`config.mk`:
```
export PLATFORM = sky130hd
export DESIGN_NAME = code_convert_sequencer
export DESIGN_NICKNAME = d
export VERILOG_FILES = /design/src/rtl/code_convert_sequencer.sv
export SDC_FILE = /design/constraint.sdc
export NUM_CORES = 1
export LEC_CHECK = 0
export ABC_CLOCK_PERIOD_IN_PS = 6350
export CAP_MARGIN = 20
export CORE_MARGIN = 5
export CORE_UTILIZATION = 35
export DETAILED_ROUTE_END_ITERATION = 7
export PLACE_DENSITY = 0.56
export SLEW_MARGIN = 20
export SYNTH_ARGS = -nofsm -noshare
export SYNTH_HDL_FRONTEND = slang
export SYNTH_SLANG_ARGS = --single-unit
```
`constraint.sdc`:
```
create_clock -name clk -period 6.35 [get_ports clk]
set_input_delay 0.635 -clock clk [delete_from_list [all_inputs] [get_ports clk]]
set_output_delay 0.635 -clock clk [all_outputs]
set_load 0.1 [all_outputs]
```
`src/rtl/code_convert_sequencer.sv`:
```
// Converts a packed 2421 word to excess-3 one digit per cycle through an external shared converter.
// Optional invalid-code checking is built when CODE_CONVERT_SEQ_CHECK_EN is defined.
module code_convert_sequencer #(
    parameter int DIGITS = 4
) (
    input  logic                  clk,
    input  logic                  rst,
    input  logic                  start,
    input  logic [4*DIGITS-1:0]   in_2421,
    output logic [3:0]            conv_in,
    input  logic [3:0]            conv_out,
    output logic [4*DIGITS-1:0]   out_ex3,
    output logic                  busy,
    output logic                  done,
    output logic                  err
);

    localparam int             IW   = (DIGITS > 1) ? $clog2(DIGITS) : 1;
    localparam logic [IW-1:0]  LAST = IW'(DIGITS - 1);

    typedef enum logic [1:0] {
        IDLE = 2'd0,
        CONV = 2'd1,
        DONE = 2'd2
    } state_t;

    state_t                 state_q;
    logic [IW-1:0]          idx_q;
    logic [IW-1:0]          idx_nxt;
    logic [4*DIGITS-1:0]    word_q;
    logic [4*DIGITS-1:0]    out_q;
    logic [3:0]             conv_in_q;
    logic                   busy_q;
    logic                   done_q;
    logic                   err_q;
    logic [3:0]             store_d;
    logic                   err_d;

    assign idx_nxt = idx_q + 1'b1;

`ifdef CODE_CONVERT_SEQ_CHECK_EN
    logic bad_d;

    // Codes 0101..1010 have no 2421 meaning; mark them and force the digit to all ones.
    always_comb begin
        bad_d   = (conv_in_q >= 4'b0101) && (conv_in_q <= 4'b1010);
        store_d = bad_d ? 4'b1111 : conv_out;
        err_d   = err_q | bad_d;
    end
`else
    always_comb begin
        store_d = conv_out;
        err_d   = 1'b0;
    end
`endif

    always_ff @(posedge clk) begin
        if (rst) begin
            state_q   <= IDLE;
            idx_q     <= '0;
            word_q    <= '0;
            out_q     <= '0;
            conv_in_q <= 4'b0000;
            busy_q    <= 1'b0;
            done_q    <= 1'b0;
            err_q     <= 1'b0;
        end else begin
            case (state_q)
                IDLE: begin
                    done_q <= 1'b0;
                    if (start) begin
                        word_q    <= in_2421;
                        out_q     <= '0;
                        err_q     <= 1'b0;
                        idx_q     <= '0;
                        conv_in_q <= in_2421[3:0];
                        busy_q    <= 1'b1;
                        state_q   <= CONV;
                    end
                end
                CONV: begin
                    out_q[{idx_q, 2'b00} +: 4] <= store_d;
                    err_q                      <= err_d;
                    // conv_in is registered, so the next digit is presented one edge ahead.
                    if (idx_q == LAST) begin
                        conv_in_q <= 4'b0000;
                        done_q    <= 1'b1;
                        state_q   <= DONE;
                    end else begin
                        idx_q     <= idx_nxt;
                        conv_in_q <= word_q[{idx_nxt, 2'b00} +: 4];
                    end
                end
                DONE: begin
                    done_q  <= 1'b0;
                    busy_q  <= 1'b0;
                    state_q <= IDLE;
                end
                default: begin
                    state_q <= IDLE;
                end
            endcase
        end
    end

    assign conv_in = conv_in_q;
    assign out_ex3 = out_q;
    assign busy    = busy_q;
    assign done    = done_q;
    assign err     = err_q;

endmodule

```
# Yosys cells after proc, flatten, opt, wreduce, memory -nomap -nowiden

Index checks and enable logic that the tools add are counted.
W data, S select, Z words.

Register bits: 43
Latch bits: 0
Memory bits (writable): 0
Memory bits (read-only): 0
Input bits: 23
Output and inout port bits: 23
Memories: 0

$add $sub $neg: 2
$mul: 0
Divide/modulo/power cells: 0
Magnitude comparators: 0
Equal/unequal tests: 6
Shift operators: 3
Muxes and demuxes: 18
Bitwise logic cells: 0
Reductions and logical operators: 11

Operators by type and width:

| cell                     | count |
|---|---|
| $pmux W16 S2             | 1 |
| $bwmux W16               | 1 |
| $mux W16                 | 1 |
| $shift A4 B6 Y16 const A | 1 |
| $shiftx A16 B5 Y4        | 1 |
| $shiftx A4 B6 Y16        | 1 |
| $reduce_and A2 Y1        | 5 |
| $mux W2                  | 4 |
| $mux W4                  | 2 |
| $pmux W2 S2              | 2 |
| $pmux W4 S2              | 1 |
| $ne A2 B2 Y1 const B     | 3 |
| $neg A4 Y6               | 1 |
| $pmux W1 S2              | 3 |
| $reduce_bool A2 Y1       | 3 |
| $eq A2 B2 Y1 const B     | 2 |
| $mux W1                  | 3 |
| $reduce_and A3 Y1        | 1 |
| $add A2 B1 Y2 const B    | 1 |
| $eq A2 B1 Y1 const B     | 1 |
| $logic_not A2 Y1         | 1 |
| $reduce_or A2 Y1         | 1 |

# Logic depth before layout (Yosys ltp)

Gate-level depths: netlist of the first run.

Word-level depth: 4
Gate-level depth with buffers: 7

# Worst setup path after synthesis of the first run

Ideal clock, no wire load.

Kind: reg-to-reg
Start: register idx_q[0]
End: register conv_in_q[2] (netlist: conv_in[2])
Data arrival time: 1.893 ns
Data required time: 6.218 ns
Setup slack: 4.326 ns
Stages on the path, launching flop included: 8
Path buffers: 2
Path through: dfxtp_1 -> buf_2 -> inv_1 -> ha_1 -> clkbuf_1 -> mux4_2 -> a221oi_1 -> nor3_1

Word-level cells in the longest chain between the ends: 4

Ends and longest elaborated chain:

| what                     | RTL line | source |
|---|---|---|
| start: declaration       | 28       | `logic [IW-1:0] idx_q;` |
| start signal: assignment | 90       | `idx_q <= idx_nxt;` |
| $add A2 B1 Y2            | 39       | `assign idx_nxt = idx_q + 1'b1;` |
| $shiftx A16 B5 Y4        | 91       | `conv_in_q <= word_q[{idx_nxt, 2'b00} +: 4];` |
| $mux W4 *                | 85       | `if (idx_q == LAST) begin` |
| $pmux W4 S2 *            | 68       | `case (state_q)` |
| end signal: assignment   | 76       | `conv_in_q <= in_2421[3:0];` |
| end signal: assignment   | 91       |  |
| end: declaration         | 32       | `logic [3:0] conv_in_q;` |

Every way passes the cells marked *; elsewhere a longest branch is shown, timed or not.
A chain may end at the register's enable or synchronous reset.

# Final worst setup path of the first run

Start: register conv_in_q[3] (netlist: conv_in[3])
End: output conv_in[3]

RTL lines:

| what             | RTL line | source |
|---|---|---|
| end: declaration | 10       | `output logic [3:0] conv_in,` |

No word-level cell between the ends.

==> results of run 1 <==
where the power goes:
group	total [mW]	switching, mW	internal (mW)
clock network	0.206	0.0888	0.118
logic	0.111	0.0696	0.0415
registers	0.284	0.00955	0.275
total	0.602	0.168	0.434
state kept, by name, indices dropped and copies added, names as in the netlist:
register	cells
busy	1
conv_in	4
done	1
idx_q	2
out_ex3	16
state_q	2
word_q	16
cell usage in the layout (no fill, tap or decap), drive strengths merged, types with 2 or more instances in the layout:
master / count
nand3: 9
nor4: 2
dfxtp: 42
inv: 5
mux2i: 2
nor3b: 4
mux4: 4
mux2: 2
a221oi: 4
nand2: 34
clkbuf: 7
o21ai: 9
nor3: 5
a21oi: 31
nand2b: 6
a22o: 8
nor2: 5
ha: 6
clkdlybuf4s50: 44
or3b: 3
area by class of cell:
| class | count | area (sq um) |
|---|---|---|
| sequential | 42 | 841 |
| fill | 546 | 2720 |
| clock buffer | 7 | 76.3 |
| timing repair buffer | 45 | 448 |
| inverter | 5 | 18.8 |
| tap | 70 | 87.6 |
| clock inverter | 1 | 30.0 |
| multi-input combinational | 140 | 921 |
per-layer routing:
layer / up-vias / routed length (um)
met5: - / 0
met4: 0 / 63
met3: 6 / 218
met2: 34 / 1940
met1: 700 / 2080
li1: 776 / -
per-stage QoR:
step / power [mW] / instance area (sq um) / hold WS, ns / setup WS, ns / instances
2_1_floorplan: 0.370 / 1860 / 0.433 / 4.33 / 201
6_report: 0.602 / 2420 / 0.455 / 3.94 / 310
4_1_cts: 0.611 / 2420 / 0.456 / 3.91 / 310
5_1_grt: 0.632 / 2420 / 0.489 / 3.75 / 310
3_5_place_dp: 0.402 / 2320 / 0.444 / 3.79 / 302
3_3_place_gp: 0.402 / 2320 / 0.441 / 3.80 / 302
worst min path at each step:
stage          cells after the start        from         end
2_1_floorplan                      2  word_q[12]  word_q[12]
6_report                           2  word_q[12]  word_q[12]
4_1_cts                            2  word_q[12]  word_q[12]
5_1_grt                            2   word_q[4]   word_q[4]
3_5_place_dp                       2  word_q[12]  word_q[12]
3_3_place_gp                       2  word_q[12]  word_q[12]
kinds of logic (layout without fill, tap and decap cells):
logic type | count (synthesis) | after routing | synth area share [%]
other | 1 | 1 | 0.202
AOI/OAI and AO/OA | 54 | 54 | 17.4
DFF | 42 | 42 | 45.3
buffers and inverters | 19 | 58 | 5.12
and+or+nand+nor | 71 | 71 | 20.8
adders and majority gates | 6 | 6 | 4.04
muxes | 8 | 8 | 7.14
==> metrics.txt, run 1 <==
status complete, no violations; number of enable flip-flop cells after synthesis 0; Critical Path Slowest Stage Cell clkdlybuf4s50_1; global routing usage on met2 20.1%; static leakage 0.878 nW; reg-to-reg endpoint conv_in[0]; type of the worst setup path flop to primary output; synth cell count leaders dfxtp_1 (42), nand2_1 (34), a21oi_1 (31); Layout Skew 0.00827 ns; Initial Utilization 36.1%; layout cells sized above 1 8.75%; Die Y-Extent 82.8 um; CTS clock-pin slew for the worst setup and hold paths 0.08 ns; total wire length 4.30 mm; # clock sinks 42; # Max-Cap Violations 0; instance count on the critical path 1; highest-utilization routing layer at the global route stage met2; overall via count from detail_route 1516; Pwr Density 249 mW/mm^2; Crit path buffers/inverters 1; core area 0.00514 sq mm; number of cell rows 26; global route overflow 0; per-cell routed wire length 13.9 um; share of the synthesized area in the top cell type 45.3%; die outline width 82.8 um; Starting DRT DRC Count 89; Global Route met1 Usage 16.5%; number of cells on the worst reg-to-reg path 5; final critical path time including I/O delays and setup 2.41 ns; asr flop ratio synth 0%; GRT Total Usage 12.8%; most frequent cell after synthesis dfxtp_1; weighted congestion reported at the end of routability-driven placement 0.734; Worst Max-Slew Pin Slew 0.972 ns; clock root buffer master clkbuf_8; unrepaired setup endpoints after global routing no; Detailed Place HPWL 2.99 mm; DRC viols 0; nets@finish 268; total clock buffers created by CTS 5; source-to-sink clock delay at the later pin of the worst-skew pair 0.30 ns; Final Hold Fails 0; router iterations before antenna repair 4; kind of end point of the critical path primary output; setup TNS 0 ns; sequential share of the synthesized area 45.3%; Antenna Violating Nets Remaining 0; synth top area cells dfxtp_1 (45%), a21oi_1 (8.4%), nand2_1 (6.9%); initial antenna violation count 0; most area-hungry cell type in the Yosys netlist dfxtp_1; reg-to-reg critical path startpoint idx_q[0]; number of setup violations in the final report 0; most common flop cell mapped by yosys dfxtp_1; count of mapped cells out of synthesis 201; count of state elements after synthesis 42; growth of design area from synthesis to finish 30.5%; period utilization 38.0%; first-pass GRT wire length 7.29 mm; critical path peak fanout 2; average instance area after synthesis 9.24 sq um; final core area utilization 47.1%; post-CTS setup buffer count 0; maximum achievable frequency 414 MHz; Slew Limit Headroom 35.0%; vias in the first global route 1473; slowest stage delay, CP 1.14 ns; htree depth 2; Port Buffers 44; Synthesized Nets 230; vias per inst 4.89; crit path launch conv_in[3]; warning count from the yosys run 0; delay-heaviest family, CP buffers and inverters; number of buffers inserted for hold repair after clock tree synthesis 0; last element of the critical path conv_in[3]; diode insertion count for antenna repair 0; maximum number of pins on one net before global-route repair 37; maximum buffer depth of the clock tree 2; Final Max Slew Viols 0; met3 routing resource usage after global routing 4.26%; worst path required time 5.71 ns; arrival time at the worst endpoint 1.78 ns; overall die area 0.00686 sq mm; distinct cell type count after synthesis 30; type of element launching the critical path flop; classification of the worst-slack hold path flop to flop; count of cells resized by post-cts repair 0; cell chain of the critical path clkdlybuf4s50_1; post-synth design cell area 0.00186 sq mm; reg2reg setup slack 3.96 ns; IO Pins 46; IR Drop Worst-Case VDD 0.116 mV; clock tree from TritonCTS built
Power figures use the tool's default switching activity.
==> inputs of run 2 (changes only) <==
ABC_CLOCK_PERIOD_IN_PS = 2500   (was 6350)
clock period = 2.5 ns   (was 6.35 ns; I/O delays follow)
==> metrics.txt, run 2 (same netlist as run 1, synthesis figures left out) <==
GRT Total Usage 13.7% (+0.86 points); layout cells sized above 1 19.4% (+11 points); Switching Share 29.4% (+1.5 points); Clock Power Share 30.0% (-4.3 points); net switching power figure 424 uW (+150%); Top Metal Used met4; CTS clock-pin slew for the worst setup and hold paths 0.08 ns (about the same); Critical Path Slowest Stage Cell dfxtp_1; total wire length 4.50 mm (+4.7%); maximum number of pins on one net before global-route repair 36 (-2.7%); slowest stage delay, CP 0.63 ns (-0.51 ns); IR Drop Worst-Case VDD 0.329 mV (+180%); kind of end point of the critical path flop; period utilization 82.7%; detailed-routing wirelength on met1 2.30 mm (+11%); maximum achievable frequency 484 MHz; overall via count from detail_route 1511 (-0.33%); first-pass GRT wire length 7.91 mm (+8.5%); Pwr Density 608 mW/mm^2 (+140%); type of element launching the critical path flop; Initial Utilization 36.1% (unchanged); die outline width 82.8 um (unchanged); router iterations before antenna repair 4 (unchanged); htree depth 2 (unchanged); unrepaired setup endpoints after global routing no; vias per inst 4.84 (-0.97%); Worst Max-Slew Pin Slew 0.777 ns (-0.194 ns); initial antenna violation count 0 (unchanged); weighted congestion reported at the end of routability-driven placement 0.733 (-0.14%); Starting DRT DRC Count 65 (-27%); worst path required time 2.67 ns (-3.04 ns); growth of design area from synthesis to finish 27.8%; core area 0.00514 sq mm (unchanged); static leakage 0.930 nW (+6.0%); Final Hold Fails 0 (unchanged); DR WL met3 160 um (-27%); final instance count without filler cells 312 (+0.65%); post-CTS setup buffer count 0 (unchanged); clock tree from TritonCTS built; total instance count after detailed placement 306 (+1.3%); final core area utilization 46.2% (-0.95 points); instance area after placement 0.00229 sq mm (-1.1%); maximum buffer depth of the clock tree 2 (unchanged); count of cells resized by post-cts repair 0 (unchanged); source-to-sink clock delay at the later pin of the worst-skew pair 0.29 ns (about the same); type of the worst setup path flop to flop; # clock sinks 42 (unchanged); diode insertion count for antenna repair 0 (unchanged); WL met2 2.00 mm (+2.8%); number of setup violations in the final report 0 (unchanged); nets@finish 272 (+1.5%); vias in the first global route 1580 (+7.3%); number of cell rows 26 (unchanged); # Max-Cap Violations 0 (unchanged); internal cell power 1.02 mW (+130%); Port Buffers 44 (unchanged); Detailed Place HPWL 3.16 mm (+5.7%); final critical path time including I/O delays and setup 2.07 ns; IO Pins 46 (unchanged); most common library cell in the layout ignoring fill and taps dfxtp_1; number of buffers inserted for hold repair after clock tree synthesis 0 (unchanged); critical path peak fanout 10 (+8); Slew Limit Headroom 48.1% (+13 points); proportion of power drawn by flip-flops and latches 50.2% (+3.0 points); cell chain of the critical path inv_1 > ha_1 > mux4_2 > a221oi_1 > nor3_1; DRC viols 0 (unchanged); commonest cells after routing, fill and taps aside dfxtp_1 (42), nand2_1 (34), a21oi_1 (31); classification of the worst-slack hold path flop to flop; status complete, no violations; per-cell routed wire length 14.4 um (+4.0%); cell area after layout 0.00237 sq mm (-2.0%); part of the power in combinational logic 19.8% (+1.3 points); total clock buffers created by CTS 5 (unchanged); setup TNS 0 ns (unchanged); Die Y-Extent 82.8 um (unchanged); Antenna Violating Nets Remaining 0 (unchanged); global route overflow 0 (unchanged); overall die area 0.00686 sq mm (unchanged); Layout Skew 0.00573 ns (-0.00254 ns); clock root buffer master clkbuf_8; Final Max Slew Viols 0 (unchanged); arrival time at the worst endpoint 2.23 ns (+0.45 ns)
run 2: changes by cell type in the layout (fill, tap and decap cells not counted), sizes merged:
cell	previous run	this run
buf	1	27
bufinv	1	0
clkbuf	7	6
clkdlybuf4s50	44	22
run 2: area by class of cell:
type | count | area, sq um
Sequential cell | 42 | 841
Fill cell | 542 | 2770
Tap cell | 70 | 87.6
Timing Repair Buffer | 49 | 423
Inverter | 5 | 18.8
Clock buffer | 6 | 82.6
Multi-Input combinational cell | 140 | 921
run 2: worst max-delay path, delay by kind of cell (launching register included):
kind                     cells  cell delay, ns
AND/OR/NAND/NOR              1            0.07
AO/OA/AOI/OAI                1            0.26
multiplexers                 1            0.35
adder cells (fa/ha/maj)      1            0.51
buffers and inverters        1            0.12
flip-flops                   1            0.63
run 2: worst paths after layout:
path,start,endpoint,slack (ns),cells after the start
worst max-delay path,idx_q[0],conv_in[0],0.43,5
worst min-delay path,word_q[1],word_q[1],0.46,2
worst max register to register,idx_q[0],conv_in[0],0.43,5
worst min register to register,word_q[1],word_q[1],0.46,2
run 2: metrics by stage:
step / setup WS, ns / total power [mW] / hold slack (ns)
after global routing: 0.226 / 1.52 / 0.471
after detailed placement: 0.385 / 1.03 / 0.449
after global placement: 0.507 / 1.03 / 0.447
after floorplan: 0.476 / 0.940 / 0.383
after CTS: 0.375 / 1.46 / 0.460
final: 0.433 / 1.44 / 0.457
run 2: metal layers:
metal | up-vias | global-route usage [%]
met5 | - | 0
met4 | 0 | 3.12
met3 | 5 | 3.47
met2 | 24 | 21.6
met1 | 696 | 18.9
li1 | 786 | -
run 2: power by group through the flow:
stage	Clock, mW	Sequential (mW)	Combinational [mW]
3_5_place_dp	0	0.740	0.287
4_1_cts	0.446	0.725	0.288
6_report	0.432	0.725	0.286
5_1_grt	0.483	0.729	0.308
3_3_place_gp	0	0.741	0.286
2_1_floorplan	0	0.801	0.139
==> inputs of run 3 (changes only) <==
ABC_CLOCK_PERIOD_IN_PS = 2200   (was 2500)
clock period = 2.2 ns   (was 2.5 ns; I/O delays follow)
==> metrics.txt, run 3 (same netlist as run 1, synthesis figures left out) <==
capture endpoint of the worst hold path word_q[9]; classification of the worst-slack hold path flop to flop; Crit path buffers/inverters 1 (unchanged); Final Max Slew Viols 0 (unchanged); Clock Power Share 30.9% (+0.9 points); most common library cell in the layout ignoring fill and taps dfxtp_1; Pwr Density 694 mW/mm^2 (+14%); met3 routing resource usage after global routing 3.66% (+0.20 points); clock tree from TritonCTS built; die outline width 82.8 um (unchanged); core area 0.00514 sq mm (unchanged); Slew Limit Headroom 51.5% (+3.4 points); maximum number of pins on one net before global-route repair 36 (unchanged); final critical path time including I/O delays and setup 1.80 ns (-0.270 ns); overall die area 0.00686 sq mm (unchanged); Global Route met1 Usage 18.2% (-0.73 points); htree depth 2 (unchanged); kind of end point of the critical path flop; growth of design area from synthesis to finish 29.5%; Worst Slack Setup Final 0.403 ns (-0.0301 ns); final instance count without filler cells 317 (+1.6%); type of the worst setup path flop to flop; # clock sinks 42 (unchanged); overall via count from detail_route 1573 (+4.1%); internal cell power 1.17 mW (+15%); number of cell rows 26 (unchanged); Critical Path Slowest Stage Cell nor3b_1; GRT Total Usage 13.2% (-0.47 points); static leakage 0.951 nW (+2.3%); commonest cells after routing, fill and taps aside dfxtp_1 (42), nand2_1 (34), a21oi_1 (31); maximum buffer depth of the clock tree 2 (unchanged); cell chain of the critical path buf_4 > ha_1 > nor3b_1 > a221oi_1 > nor3_1; clock root buffer master clkbuf_8; Final Hold Fails 0 (unchanged); IR Drop Worst-Case VDD 0.318 mV (-3.4%); number of setup violations in the final report 0 (unchanged); proportion of power drawn by flip-flops and latches 49.0% (-1.2 points); # Max-Cap Violations 0 (unchanged); diode insertion count for antenna repair 0 (unchanged); DRC viols 0 (unchanged); Worst Max-Slew Pin Slew 0.725 ns (-0.0522 ns); setup TNS 0 ns (unchanged); reg2reg setup slack 0.40 ns (-0.03 ns); Antenna Violating Nets Remaining 0 (unchanged); unrepaired setup endpoints after global routing no; reg-to-reg critical path startpoint idx_q[0]; Initial Utilization 36.1% (unchanged); CTS clock-pin slew for the worst setup and hold paths 0.08 ns (about the same); router iterations before antenna repair 5 (+1); initial antenna violation count 0 (unchanged); critical path peak fanout 9 (-1); Port Buffers 44 (unchanged); per-cell routed wire length 14.5 um (+0.44%); vias per inst 4.96 (+2.5%); arrival time at the worst endpoint 2.02 ns (-0.21 ns); number of cells on the worst reg-to-reg path 5 (unchanged); reg-to-reg endpoint conv_in[1]; startpoint of the tightest hold check path word_q[9]; Layout Skew 0.00770 ns (+0.00197 ns); IO Pins 46 (unchanged); type of element launching the critical path flop; vias in the first global route 1488 (-5.8%); post-CTS setup buffer count 0 (unchanged); layout cells sized above 1 20.6% (+1.2 points); global route overflow 0 (unchanged); number of buffers inserted for hold repair after clock tree synthesis 0 (unchanged); Detailed Place HPWL 3.26 mm (+3.0%); Hold WS 0.457 ns (+0.000147 ns); cell depth of the worst hold path 2 (unchanged); Switching Share 29.8% (+0.40 points); net switching power figure 497 uW (+17%); Die Y-Extent 82.8 um (unchanged); source-to-sink clock delay at the later pin of the worst-skew pair 0.29 ns (about the same); pre-CTS setup slack 0.404 ns (+0.0184 ns); first-pass GRT wire length 7.56 mm (-4.4%); part of the power in combinational logic 20.1% (+0.3 points); instance count on the critical path 5 (unchanged); total wire length 4.59 mm (+2.0%); global routing usage on met2 20.6% (-0.95 points); weighted congestion reported at the end of routability-driven placement 0.766 (+4.5%); total instance count after detailed placement 309 (+0.98%); maximum achievable frequency 556 MHz (+15%); count of cells resized by post-cts repair 0 (unchanged); highest-utilization routing layer at the global route stage met2; period utilization 81.7% (-0.99 points); delay-heaviest family, CP simple AND/OR/NAND/NOR gates; Starting DRT DRC Count 111 (+71%); total clock buffers created by CTS 5 (unchanged); worst path required time 2.42 ns (-0.25 ns); nets@finish 275 (+1.1%); status complete, no violations; slowest stage delay, CP 0.62 ns (about the same)
[run 3: power groups by stage]
stage                     registers [mW]  logic, mW  clock network, mW
after floorplan                    0.910      0.158                  0
after global placement             0.837      0.335                  0
after detailed placement           0.835      0.337                  0
after CTS                          0.818      0.338              0.529
after global routing               0.822      0.361              0.562
final                              0.818      0.335              0.515
[run 3: worst register-to-register path, stage by stage, from the launching register on]
cell	delay (ns)
dfxtp_1	0.32
buf_4	0.18
ha_1	0.28
nor3b_1	0.62
a221oi_1	0.17
nor3_1	0.15
[run 3: stage by stage]
stage               power, mW  util [%]  area, sq um
finish                   1.67      46.8         2400
global route             1.74      46.8         2400
CTS                      1.68      46.8         2400
detailed placement       1.17      45.0         2310
global placement         1.17      45.0         2310
floorplan                1.07         -         1860
[run 3: metal layers]
layer | part of all wire, % | routed length (um)
met4 | 0.76 | 35
met2 | 45 | 2080
met1 | 48 | 2220
met5 | 0 | 0
met3 | 5.5 | 253
[run 3: how the worst max path moves through the flow]
stage / from / end / slack [ns]
finish: idx_q[0] / conv_in[1] / 0.40
detailed placement: idx_q[0] / conv_in[2] / 0.40
floorplan: idx_q[0] / conv_in[2] / 0.18
global placement: idx_q[0] / conv_in[3] / 0.46
CTS: idx_q[0] / conv_in[3] / 0.40
global route: idx_q[0] / conv_in[3] / 0.24
[run 3: cell type report]
cell class	count	area [sq um]
clock inverter	1	5.00
clock buffer	7	86.3
timing repair buffer	52	445
tap	70	87.6
multi-input combinational	140	921
inverter	5	18.8
fill	534	2740
sequential	42	841
